`config.mk`:
```
export PLATFORM = sky130hd
export DESIGN_NAME = sram_controller
export DESIGN_NICKNAME = d
export VERILOG_FILES = /design/src/rtl/sram_pkg.sv /design/src/rtl/sram_wait_counter.sv /design/src/rtl/sram_controller.sv
export SDC_FILE = /design/constraint.sdc
export NUM_CORES = 1
export LEC_CHECK = 0
export CAP_MARGIN = 20
export CORE_MARGIN = 1.5
export CORE_UTILIZATION = 35
export CTS_CLUSTER_SIZE = 12
export DETAILED_ROUTE_END_ITERATION = 8
export MAX_ROUTING_LAYER = met4
export PLACE_DENSITY = 0.71
export SLEW_MARGIN = 20
export SYNTH_ARGS = -nofsm -noshare
export SYNTH_HDL_FRONTEND = slang
export SYNTH_SLANG_ARGS = --single-unit
```
`constraint.sdc`:
```
create_clock -name clk -period 3.4 [get_ports clk]
set_input_delay 0.51 -clock clk [delete_from_list [all_inputs] [get_ports clk]]
set_output_delay 0.51 -clock clk [all_outputs]
set_load 0.05 [all_outputs]
```
`src/rtl/sram_pkg.sv`:
```
// Shared types and defaults for the pipeline-to-async-SRAM data-memory back end.
// Latency: n/a (declarations only).
// Backpressure: n/a (declarations only).
package sram_pkg;

   // Controller FSM: one phase per 16-bit half plus a single ready cycle.
   typedef enum logic [1:0] {
      IDLE = 2'd0,
      LOW  = 2'd1,
      HIGH = 2'd2,
      DONE = 2'd3
   } state_e;

   localparam logic [31:0] BASE_ADDR_DEF = 32'd1024;
   localparam int unsigned SRAM_AW_DEF   = 18;
   localparam int unsigned HALF_W        = 16;

endpackage

```
`src/rtl/sram_wait_counter.sv`:
```
// Wait-state counter for one 16-bit SRAM half-access; flags the last held cycle.
// Latency: terminal is combinational from the registered count.
// Backpressure: none; counts while en, clear has priority over en.
//
// Ports: clk, rst (sync active-high), clear (reset count to 0), en (increment),
//        terminal (count == WAIT_CYCLES-1).
module sram_wait_counter #(
   parameter int unsigned WAIT_CYCLES = 2
) (
   input  logic clk,
   input  logic rst,
   input  logic clear,
   input  logic en,
   output logic terminal
);

   localparam logic [3:0] TERM = 4'(WAIT_CYCLES - 1);

   logic [3:0] cnt_q;
   logic [3:0] cnt_d;

   always_comb begin
      cnt_d = cnt_q;
      if (clear) begin
         cnt_d = '0;
      end else if (en) begin
         cnt_d = cnt_q + 4'd1;
      end
   end

   always_ff @(posedge clk) begin
      if (rst) begin
         cnt_q <= '0;
      end else begin
         cnt_q <= cnt_d;
      end
   end

   assign terminal = (cnt_q == TERM);

endmodule

```
`src/rtl/sram_controller.sv`:
```
// 32-bit MEM-stage load/store mapped onto two 16-bit async SRAM accesses with wait states.
// Latency: 1 + 2*WAIT_CYCLES stall cycles, ready in the DONE cycle after that.
// Backpressure: ready is low while a request is pending and not yet in DONE; pipeline freezes.
//
// Ports: clk, rst (sync active-high); wr_en/rd_en/address/write_data from MEM stage;
//        read_data (registered load result), ready (combinational stall);
//        sram_addr/sram_dq_out/sram_dq_oe/sram_we_n to the SRAM, sram_dq_in from it.
module sram_controller
   import sram_pkg::*;
#(
   parameter logic [31:0] BASE_ADDR   = BASE_ADDR_DEF,
   parameter int unsigned WAIT_CYCLES = 2,
   parameter int unsigned SRAM_AW     = SRAM_AW_DEF
) (
   input  logic               clk,
   input  logic               rst,
   input  logic               wr_en,
   input  logic               rd_en,
   input  logic [31:0]        address,
   input  logic [31:0]        write_data,
   output logic [31:0]        read_data,
   output logic               ready,
   output logic [SRAM_AW-1:0] sram_addr,
   output logic [HALF_W-1:0]  sram_dq_out,
   input  logic [HALF_W-1:0]  sram_dq_in,
   output logic               sram_dq_oe,
   output logic               sram_we_n
);

   localparam int unsigned WIDX_W = SRAM_AW - 1;

   state_e              state_q, state_d;
   logic                is_wr_q, is_wr_d;
   logic [WIDX_W-1:0]   widx_q, widx_d;
   logic [HALF_W-1:0]   wdata_hi_q, wdata_hi_d;
   logic [HALF_W-1:0]   rdata_lo_q, rdata_lo_d;
   logic [31:0]         read_data_q, read_data_d;
   logic [SRAM_AW-1:0]  sram_addr_q, sram_addr_d;
   logic [HALF_W-1:0]   dq_out_q, dq_out_d;
   logic                dq_oe_q, dq_oe_d;
   logic                we_n_q, we_n_d;

   logic                req;
   logic [31:0]         offset;
   logic [WIDX_W-1:0]   widx_in;
   logic                cnt_clear;
   logic                cnt_en;
   logic                cnt_term;

   assign req     = wr_en | rd_en;
   assign offset  = address - BASE_ADDR;
   // Word index is offset>>2; only the bits that fit beside the half select are kept.
   assign widx_in = offset[SRAM_AW:2];

   logic unused_offset_bits;
   assign unused_offset_bits = ^{offset[31:SRAM_AW+1], offset[1:0]};

   sram_wait_counter #(
      .WAIT_CYCLES (WAIT_CYCLES)
   ) u_wait_cnt (
      .clk      (clk),
      .rst      (rst),
      .clear    (cnt_clear),
      .en       (cnt_en),
      .terminal (cnt_term)
   );

   // Pin registers are loaded with the values for the state being entered,
   // so the SRAM sees stable address/data/strobe for the whole phase.
   always_comb begin
      state_d     = state_q;
      is_wr_d     = is_wr_q;
      widx_d      = widx_q;
      wdata_hi_d  = wdata_hi_q;
      rdata_lo_d  = rdata_lo_q;
      read_data_d = read_data_q;
      sram_addr_d = sram_addr_q;
      dq_out_d    = dq_out_q;
      dq_oe_d     = dq_oe_q;
      we_n_d      = we_n_q;
      cnt_clear   = 1'b0;
      cnt_en      = 1'b0;

      unique case (state_q)
         IDLE: begin
            cnt_clear = 1'b1;
            if (req) begin
               // Write wins when both enables are up.
               is_wr_d     = wr_en;
               widx_d      = widx_in;
               wdata_hi_d  = write_data[31:16];
               sram_addr_d = {widx_in, 1'b0};
               if (wr_en) begin
                  dq_out_d = write_data[15:0];
               end
               dq_oe_d     = wr_en;
               we_n_d      = ~wr_en;
               state_d     = LOW;
            end
         end
         LOW: begin
            if (cnt_term) begin
               cnt_clear   = 1'b1;
               state_d     = HIGH;
               sram_addr_d = {widx_q, 1'b1};
               if (is_wr_q) begin
                  dq_out_d = wdata_hi_q;
               end else begin
                  rdata_lo_d = sram_dq_in;
               end
               // Strobe and OE stay as they are: a write keeps we_n low across the address change.
            end else begin
               cnt_en = 1'b1;
            end
         end
         HIGH: begin
            if (cnt_term) begin
               cnt_clear = 1'b1;
               state_d   = DONE;
               if (!is_wr_q) begin
                  read_data_d = {sram_dq_in, rdata_lo_q};
               end
               dq_oe_d = 1'b0;
               we_n_d  = 1'b1;
            end else begin
               cnt_en = 1'b1;
            end
         end
         DONE: begin
            cnt_clear = 1'b1;
            state_d   = IDLE;
         end
         default: begin
            state_d = IDLE;
         end
      endcase
   end

   always_ff @(posedge clk) begin
      if (rst) begin
         state_q     <= IDLE;
         is_wr_q     <= 1'b0;
         widx_q      <= '0;
         wdata_hi_q  <= '0;
         rdata_lo_q  <= '0;
         read_data_q <= '0;
         sram_addr_q <= '0;
         dq_out_q    <= '0;
         dq_oe_q     <= 1'b0;
         we_n_q      <= 1'b1;
      end else begin
         state_q     <= state_d;
         is_wr_q     <= is_wr_d;
         widx_q      <= widx_d;
         wdata_hi_q  <= wdata_hi_d;
         rdata_lo_q  <= rdata_lo_d;
         read_data_q <= read_data_d;
         sram_addr_q <= sram_addr_d;
         dq_out_q    <= dq_out_d;
         dq_oe_q     <= dq_oe_d;
         we_n_q      <= we_n_d;
      end
   end

   // A dropped request releases the pipeline at once; the latched access still runs to DONE.
   assign ready       = ~req | (state_q == DONE);
   assign read_data   = read_data_q;
   assign sram_addr   = sram_addr_q;
   assign sram_dq_out = dq_out_q;
   assign sram_dq_oe  = dq_oe_q;
   assign sram_we_n   = we_n_q;

endmodule

```
==> results.sh, run 1 <==
export IMPL_grt_pass1_wl_um=20300
export IMPL_cts_max_path_buffers=2
export IMPL_layout_drive_gt1_share=0.0741
export IMPL_ioPinCount=153
export IMPL_num_rows=43
export IMPL_post_cts_setup_buffer_count=0
export IMPL_timing_max_cap_violations=0
export IMPL_yosysWarnings=0
export IMPL_netlist_area_sq_um=5010
export IMPL_cts_tree="yes"
export IMPL_switching_power_mw=2.39
export IMPL_path_class="input port to output pin"
export IMPL_fmax_ghz=0.358
export IMPL_power_frac_seq=0.323
export IMPL_start_util=0.360
export IMPL_cts_hold_fix_buffers=0
export IMPL_cp_startpoint="wr_en"
export IMPL_slew_headroom=0.485
export IMPL_pwr_share_comb=0.394
export IMPL_multi_input_area_sq_um=2330
export IMPL_post_cts_resized=0
export IMPL_setup_tns_ns=0
export IMPL_power_leakage_nw=2.55
export IMPL_synth_edff_count=0
export IMPL_clk_pin_slew_ns=0.06
export IMPL_clockPowerShare=0.282
export IMPL_grt_total_usage=0.178
export IMPL_power_switching_share=0.393
export IMPL_clock_sinks=124
export IMPL_min_period_over_period=0.822
export IMPL_die_w_um=123
export IMPL_crit_arrival_ns=2.29
export IMPL_crit_path_max_fanout=7
export IMPL_worstPathRequired_ns=2.89
export IMPL_p_int_mw=3.69
export IMPL_hp_start="widx_q[3]"
export IMPL_insertion_delay_ns=0.41
export IMPL_status="completed"
export IMPL_finalSetupViolCount=0
export IMPL_startpoint_type="input port"
export IMPL_rsz0062_at_grt="no"
export IMPL_ys_flop_type="dfxtp_1"
export IMPL_cts_made_buffers=17
export IMPL_r2r_start="state_q[1]"
export IMPL_antenna_found_initial=1
export IMPL_critPathCaptureType="output pin"
export IMPL_ir_worst_vdd_mv=0.375
export IMPL_die_area_sq_um=15000
export IMPL_finalHoldViolCount=0
export IMPL_synth_area_per_cell_sq_um=8.44
export IMPL_first_pass_iters=5
export IMPL_finalNonFillerCells=910
export IMPL_cts_root_buf="clkbuf_16"
export IMPL_dp_hpwl_um=8590
export IMPL_min_path_type="flop to flop"
export IMPL_cts_htree_levels=4
export IMPL_synth_seq_cells=124
export IMPL_whs_ns=0.451
export IMPL_core_area_sq_um=13900
export IMPL_final_max_slew_viol_count=0
export IMPL_ys_seq_area_frac=0.495
export IMPL_grt_max_degree=74
export IMPL_drc_errors=0
export IMPL_drt_initial_drc_count=252
export IMPL_ant_nets=0
export IMPL_fin_ws_ns=0.604
export IMPL_async_flop_share=0
export IMPL_gp_congestion=0.777
export IMPL_fill_cells=1287
export IMPL_power_density_nw_per_um2=858
export IMPL_post_place_ws_ns=0.600
export IMPL_ys_types=42
export IMPL_port_buffers=137
export IMPL_wl_um=12700
export IMPL_synthCells=594
export IMPL_finalPower_mw=6.08
export IMPL_seq_area_sq_um=2480
export IMPL_area_growth_syn_to_layout_pct=41.2
export IMPL_syn_nets=686
export IMPL_vias=4465
export IMPL_place_inst=875
export IMPL_fin_crit_ns=2.80
export IMPL_via_per_inst=4.91
export IMPL_grt_ovfl_total=0
export IMPL_worstMarginPinSlew_ns=0.772
export IMPL_wl_per_cell_um=14.0
export IMPL_skew_ns=0.00633
export IMPL_die_y_um=123
export IMPL_nets=808
export IMPL_grt_pass1_vias=4218
[state kept, by name (all words and copies together) (netlist names)]
register and cells:
read_data 32, sram_addr 18, widx_q 17, rdata_lo_q 16, sram_dq_out 16, wdata_hi_q 16
u_wait_cnt.cnt_q 4, state_q 2, is_wr_q 1, sram_dq_oe 1, sram_we_n 1
[worst paths after layout]
check / endpoint / cells past startpoint / slack (ns)
worst max-delay path: ready / 4 / 0.60
worst min-delay path: widx_q[3] / 2 / 0.45
worst max register to register: sram_addr[12] / 6 / 1.15
worst min register to register: widx_q[3] / 2 / 0.45
[synth_stat cells, types with 2 or more instances]
| cell type | instances | area share |
|---|---|---|
| nand2_1 | 162 | 0.12 |
| dfxtp_1 | 124 | 0.50 |
| a21oi_1 | 78 | 0.078 |
| nor2_1 | 48 | 0.036 |
| mux2i_1 | 28 | 0.056 |
| a211oi_1 | 26 | 0.039 |
| clkbuf_1 | 22 | 0.016 |
| buf_2 | 11 | 0.011 |
| nor3_1 | 11 | 0.011 |
| ha_1 | 8 | 0.020 |
| buf_1 | 7 | 0.0052 |
| nor2b_1 | 7 | 0.0087 |
| a211oi_2 | 5 | 0.012 |
| inv_1 | 5 | 0.0037 |
| o21ai_0 | 5 | 0.0050 |
| nand2b_1 | 4 | 0.0050 |
| nor3b_1 | 4 | 0.0060 |
| xnor2_1 | 4 | 0.0070 |
| nand3b_1 | 3 | 0.0045 |
| xor2_1 | 3 | 0.0052 |
| a21o_1 | 2 | 0.0030 |
| a22oi_1 | 2 | 0.0030 |
| and2_1 | 2 | 0.0025 |
| buf_6 | 2 | 0.0045 |
| o211ai_1 | 2 | 0.0030 |
| o41ai_1 | 2 | 0.0035 |
| o41ai_2 | 2 | 0.0065 |
[placed cells by master (no fill, tap or decap), drive strengths merged, types with 3 or more instances in the layout]
cell             n
clkdlybuf4s50  136
nor3            11
nor3b            4
xnor2            4
nand3b           3
o21ai            5
nand2b           4
nor2b            7
inv             10
o41ai            4
nand2          162
clkbuf          21
buf             10
ha               8
a211oi          32
nor2            48
clkinv           3
mux2i           28
dfxtp          124
xor2             3
a21oi           78
[routing by layer]
layer	GRT usage	vias to the layer above	part of all wire	wire (um)
met5	-	-	0	0
met4	0.0545	0	0.014	181
met3	0.0692	14	0.067	855
met1	0.199	2086	0.42	5330
li1	-	2237	-	-
met2	0.294	128	0.50	6370
[through the flow]
| step | cell area, sq um | util |
|---|---|---|
| finish | 7080 | 0.508 |
| global route | 7080 | 0.508 |
| CTS | 7050 | 0.506 |
| detailed placement | 6480 | 0.465 |
| global placement | 6480 | 0.465 |
| floorplan | 5010 | - |
[critical path: stages]
cell             delay [ns]
clkdlybuf4s50_1        0.53
nor2_1                 0.27
or2_2                  0.16
clkdlybuf4s50_1        0.81
[cell type report]
class                      count  share of cell area
sequential                   124               0.351
tap                          180              0.0318
inverter                       5             0.00265
clock buffer                  21              0.0651
antenna                        1            0.000354
timing repair buffer         146               0.205
clock inverter                11              0.0152
multi-input combinational    422               0.330
[power by group through the flow]
stage,logic [mW],clock network (mW),registers (mW)
CTS,2.40,1.75,1.96
floorplan,1.14,0,2.54
global placement,2.35,0,1.97
detailed placement,2.39,0,1.99
global route,2.59,1.82,2.00
finish,2.40,1.72,1.96
[logic make-up after synthesis]
family,share of synthesized area
AND/OR/NAND/NOR,0.209
AO/OA/AOI/OAI,0.165
flip-flops,0.495
buffers and inverters,0.0424
multiplexers,0.0559
adder cells (fa/ha/maj),0.0200
XOR/XNOR,0.0122
Note: power is estimated with default switching activity, not from simulation.
==> inputs of run 2 (changes only) <==
Settings changed: PLACE_DENSITY 0.71 to 0.73.
Clock period 3.4 ns to 2.2 ns, I/O delays scaled along.
==> run 2 against run 1 <==
Compared with the run above:
- clock power rose by 51%
- sequential power up 54%
- global-route usage down 0.87 points
- sequential share of layout area is 0.39 points lower
- routed wire length shrank 6.3%
- sequential cell count unchanged
- first-iteration DRC count is 17% lower
- worst hold slack got worse by 0.017 ns
- count of clock-buffer cells in the layout shrank 1
- cell count increased by 0.66%
- die area did not move
- register-to-register slack worse by 0.94 ns
- critical endpoint is now sram_addr[4]
==> results.sh, run 2 (synthesis gave the netlist of run 1 again) <==
export IMPL_status="completed"
export IMPL_post_cts_setup_buffer_count=0
export IMPL_rsz0062_at_grt="no"
export IMPL_hp_start="rst"
export IMPL_ioPinCount=153
export IMPL_grt_ovfl_total=0
export IMPL_largest_reg_flops=32
export IMPL_num_rows=43
export IMPL_pwr_share_comb=0.404
export IMPL_cp_startpoint="u_wait_cnt.cnt_q[0]"
export IMPL_p_int_mw=5.77
export IMPL_die_area_sq_um=15000
export IMPL_grt_total_usage=0.170
export IMPL_clock_sinks=124
export IMPL_die_y_um=123
export IMPL_wl_um=11900
export IMPL_cts_root_buf="clkbuf_16"
export IMPL_wl_per_cell_um=13.0
export IMPL_final_max_slew_viol_count=0
export IMPL_startpoint_type="flop"
export IMPL_power_leakage_nw=2.59
export IMPL_clockPowerShare=0.276
export IMPL_cts_htree_levels=4
export IMPL_power_density_nw_per_um2=1310
export IMPL_fmax_ghz=0.502
export IMPL_worstMarginPinSlew_ns=0.655
export IMPL_drc_errors=0
export IMPL_timing_max_cap_violations=0
export IMPL_final_common_cell="nand2_1"
export IMPL_cts_hold_fix_buffers=0
export IMPL_crit_arrival_ns=2.30
export IMPL_insertion_delay_ns=0.41
export IMPL_fill_cells=1271
export IMPL_drt_initial_drc_count=210
export IMPL_setup_tns_ns=0
export IMPL_vias=4342
export IMPL_crit_path_max_fanout=20
export IMPL_fin_ws_ns=0.207
export IMPL_finalHoldViolCount=0
export IMPL_finalSetupViolCount=0
export IMPL_gp_congestion=0.771
export IMPL_antenna_found_initial=0
export IMPL_grt_max_degree=58
export IMPL_dp_hpwl_um=7880
export IMPL_ir_worst_vdd_mv=0.646
export IMPL_switching_power_mw=3.64
export IMPL_power_switching_share=0.387
export IMPL_power_frac_seq=0.320
export IMPL_cts_tree="yes"
export IMPL_n_antenna_cell=0
export IMPL_critPathCaptureType="flop"
export IMPL_finalNonFillerCells=916
export IMPL_grt_pass1_vias=3905
export IMPL_path_class="flop to flop"
export IMPL_post_cts_resized=0
export IMPL_worstPathRequired_ns=2.50
export IMPL_min_period_over_period=0.906
export IMPL_start_util=0.360
export IMPL_cts_made_buffers=17
export IMPL_grt_pass1_wl_um=19300
export IMPL_ant_nets=0
export IMPL_area_growth_syn_to_layout_pct=42.8
export IMPL_fin_crit_ns=1.99
export IMPL_clk_pin_slew_ns=0.05
export IMPL_final_cell_mix="nand2_1, clkdlybuf4s50_1, dfxtp_1, a21oi_1, nor2_1"
export IMPL_r2r_start="u_wait_cnt.cnt_q[0]"
export IMPL_first_pass_iters=4
export IMPL_place_inst=884
export IMPL_core_area_sq_um=13900
export IMPL_port_buffers=137
export IMPL_cts_max_path_buffers=2
export IMPL_slew_headroom=0.563
export IMPL_nets=815
export IMPL_via_per_inst=4.74
export IMPL_min_path_type="input port to flop"
export IMPL_post_place_ws_ns=0.169
export IMPL_skew_ns=0.00644
export IMPL_die_w_um=123
export IMPL_layout_drive_gt1_share=0.0842
-- run 2: cell count changes in the layout (fill, tap and decap cells not counted), sizes merged --
| cell | before | now |
|---|---|---|
| diode | 1 | 0 |
| buf | 10 | 18 |
| inv | 10 | 7 |
| clkdlybuf4s50 | 136 | 135 |
| clkinvlp | 2 | 3 |
| clkinv | 3 | 6 |
| clkbuf | 21 | 20 |
-- run 2: power groups by stage --
stage / combinational [mW] / clock, mW / sequential, mW
floorplan: 1.76 / 0 / 3.93
global placement: 3.80 / 0 / 3.04
detailed placement: 3.83 / 0 / 3.05
CTS: 3.84 / 2.66 / 3.01
global route: 4.13 / 2.77 / 3.06
finish: 3.80 / 2.60 / 3.01
-- run 2: final timing paths --
check                  to  slack, ns  cells past startpoint
max          sram_addr[4]       0.21                      6
min            state_q[1]       0.43                      2
max reg2reg  sram_addr[4]       0.21                      6
min reg2reg    widx_q[11]       0.45                      2
-- run 2: cell type report --
class | count | area [sq um] | share of cell area
inverters | 5 | 18.8 | 0.00262
clock buffers | 20 | 447 | 0.0624
clock inverters | 12 | 115 | 0.0161
flip-flops and latches | 124 | 2480 | 0.347
multi-input cells | 422 | 2330 | 0.326
repair buffers | 153 | 1540 | 0.215
well taps | 180 | 225 | 0.0315
-- run 2: routing by layer --
metal | track usage | wire length [um] | vias to the layer above
met5 | - | 0 | -
met4 | 0.0560 | 150 | 0
met3 | 0.0734 | 832 | 11
met2 | 0.246 | 5590 | 112
met1 | 0.211 | 5350 | 1962
li1 | - | - | 2257
-- run 2: per-stage QoR --
stage	cell area, sq um	utilization	hold WS [ns]	total power [mW]
floorplan	5010	-	0.426	5.69
global placement	6600	0.473	0.438	6.84
detailed placement	6600	0.473	0.442	6.88
CTS	7160	0.514	0.418	9.52
global route	7160	0.514	0.449	9.97
finish	7160	0.514	0.435	9.40
-- run 2: worst max-delay path, cell delays in order, from the launching register on --
cell and delay (ns):
dfxtp_1 0.38, ha_1 0.22, or3b_4 0.43, a211oi_4 0.26
buf_4 0.29, nor2_1 0.06, a211oi_1 0.25
==> inputs of run 3 (changes only) <==
Settings changed: CORE_MARGIN 1.5 to 2.
==> run 3 against run 2 <==
Compared with the run above:
- via count up 1.5%
- global-route usage rose by 0.14 points
- non-clock buffer count down 1
- sequential share of layout area decreased by 0.20 points
- clock power rose by 7.7%
- clock skew increased by 0.0047 ns
- die area is 1.6% higher
- critical path depth is the same
- count of clock-buffer cells in the layout shrank 2
- cell count decreased by 0.11%
- sequential cell count did not move
- routed wire length rose by 3.3%
==> results.sh, run 3 (synthesis gave the netlist of run 1 again) <==
export IMPL_start_util=0.360
export IMPL_utilization=0.517
export IMPL_cp_startpoint="u_wait_cnt.cnt_q[0]"
export IMPL_r2r_start="u_wait_cnt.cnt_q[0]"
export IMPL_fin_ws_ns=0.211
export IMPL_cts_htree_levels=4
export IMPL_startpoint_type="flop"
export IMPL_hold_path_depth=2
export IMPL_status="completed"
export IMPL_post_cts_setup_buffer_count=0
export IMPL_cts_max_path_buffers=2
export IMPL_power_density_nw_per_um2=1340
export IMPL_die_y_um=124
export IMPL_gp_congestion=0.779
export IMPL_first_pass_iters=7
export IMPL_antenna_found_initial=0
export IMPL_final_common_cell="nand2_1"
export IMPL_layout_drive_gt1_share=0.0857
export IMPL_slew_headroom=0.605
export IMPL_cts_tree="yes"
export IMPL_path_class="flop to flop"
export IMPL_via_per_inst=4.82
export IMPL_area_growth_syn_to_layout_pct=43.7
export IMPL_wl_per_cell_um=13.5
export IMPL_whs_ns=0.355
export IMPL_post_place_ws_ns=0.115
export IMPL_routed_wl_met2_um=5760
export IMPL_vias=4409
export IMPL_min_period_over_period=0.904
export IMPL_crit_path_end="sram_addr[7]"
export IMPL_wl_um=12300
export IMPL_wl_met1_um=5420
export IMPL_drt_initial_drc_count=242
export IMPL_drc_errors=0
export IMPL_largest_reg_flops=32
export IMPL_crit_arrival_ns=2.32
export IMPL_fin_crit_ns=1.99
export IMPL_finalHoldViolCount=0
export IMPL_die_area_sq_um=15300
export IMPL_ant_nets=0
export IMPL_rr_endpoint="sram_addr[7]"
export IMPL_min_path_type="input port to flop"
export IMPL_r2r_slack_ns=0.21
export IMPL_worstPathRequired_ns=2.54
export IMPL_critPathCaptureType="flop"
export IMPL_cts_hold_fix_buffers=0
export IMPL_clk_pin_slew_ns=0.06
export IMPL_power_leakage_nw=2.61
export IMPL_grt_max_degree=64
export IMPL_grt_pass1_wl_um=19700
export IMPL_port_buffers=137
export IMPL_timing_max_cap_violations=0
export IMPL_die_w_um=124
export IMPL_skew_ns=0.0111
export IMPL_cts_root_buf="clkbuf_16"
export IMPL_nets=814
export IMPL_cts_made_buffers=17
export IMPL_crit_path_max_fanout=21
export IMPL_setup_tns_ns=0
export IMPL_core_area_sq_um=13900
export IMPL_insertion_delay_ns=0.42
export IMPL_rsz0062_at_grt="no"
export IMPL_finalSetupViolCount=0
export IMPL_num_rows=43
export IMPL_clock_sinks=124
export IMPL_ioPinCount=153
export IMPL_routed_top_layer="met4"
export IMPL_r2r_cells=6
export IMPL_final_cell_mix="nand2_1, clkdlybuf4s50_1, dfxtp_1, a21oi_1, nor2_1"
export IMPL_n_antenna_cell=0
export IMPL_post_cts_resized=0
export IMPL_ir_worst_vdd_mv=0.733
export IMPL_grt_pass1_vias=4073
export IMPL_final_max_slew_viol_count=0
export IMPL_fmax_ghz=0.503
export IMPL_grt_ovfl_total=0
export IMPL_dp_hpwl_um=8080
export IMPL_met3_length_um=952
export IMPL_grt_total_usage=0.171
export IMPL_worstMarginPinSlew_ns=0.591
-- run 3: cell count changes in the layout (fill, tap and decap cells not counted) --
cell,before,now
clkinv_4,4,3
buf_12,4,5
clkbuf_1,2,0
clkinv_2,2,1
inv_6,2,4
bufinv_16,1,2
inv_8,0,1
buf_4,14,12
-- run 3: per-stage QoR --
stage               power, mW  area [sq um]  cells
floorplan                5.69          5010    594
global placement         6.86          6600    883
detailed placement       6.91          6600    883
CTS                      9.75          7200    915
global route             10.2          7200    915
finish                   9.65          7200    915
-- run 3: critical path, cell delays in order (launching register included) --
cell	delay, ns
dfxtp_1	0.37
ha_1	0.23
or3b_4	0.44
a211oi_4	0.26
buf_4	0.30
nor2_1	0.08
a211oi_2	0.21
-- run 3: worst min path at each step --
stage | start | to | slack (ns)
after floorplan | address[10] | widx_q[8] | 0.43
final | rst | state_q[1] | 0.36
after global placement | rdata_lo_q[14] | read_data[14] | 0.44
after global routing | rst | widx_q[11] | 0.37
after CTS | rst | state_q[1] | 0.33
after detailed placement | rdata_lo_q[12] | read_data[12] | 0.44
-- run 3: power by group --
part           switching [mW]  internal (mW)
combinational            2.40           1.44
sequential              0.263           2.74
clock                    1.08           1.72
total                    3.74           5.91
-- run 3: layout make-up --
| type | instances | area [sq um] |
|---|---|---|
| sequential | 124 | 2480 |
| fill | 1311 | 6730 |
| clock buffer | 18 | 439 |
| tap | 180 | 225 |
| inverter | 5 | 18.8 |
| multi-input combinational | 422 | 2330 |
| clock inverter | 14 | 160 |
| timing repair buffer | 152 | 1540 |
-- run 3: routing by layer --
metal,track usage,vias to the layer above
li1,-,2261
met2,0.264,119
met1,0.200,2013
met5,-,-
met4,0.0568,0
met3,0.0746,16
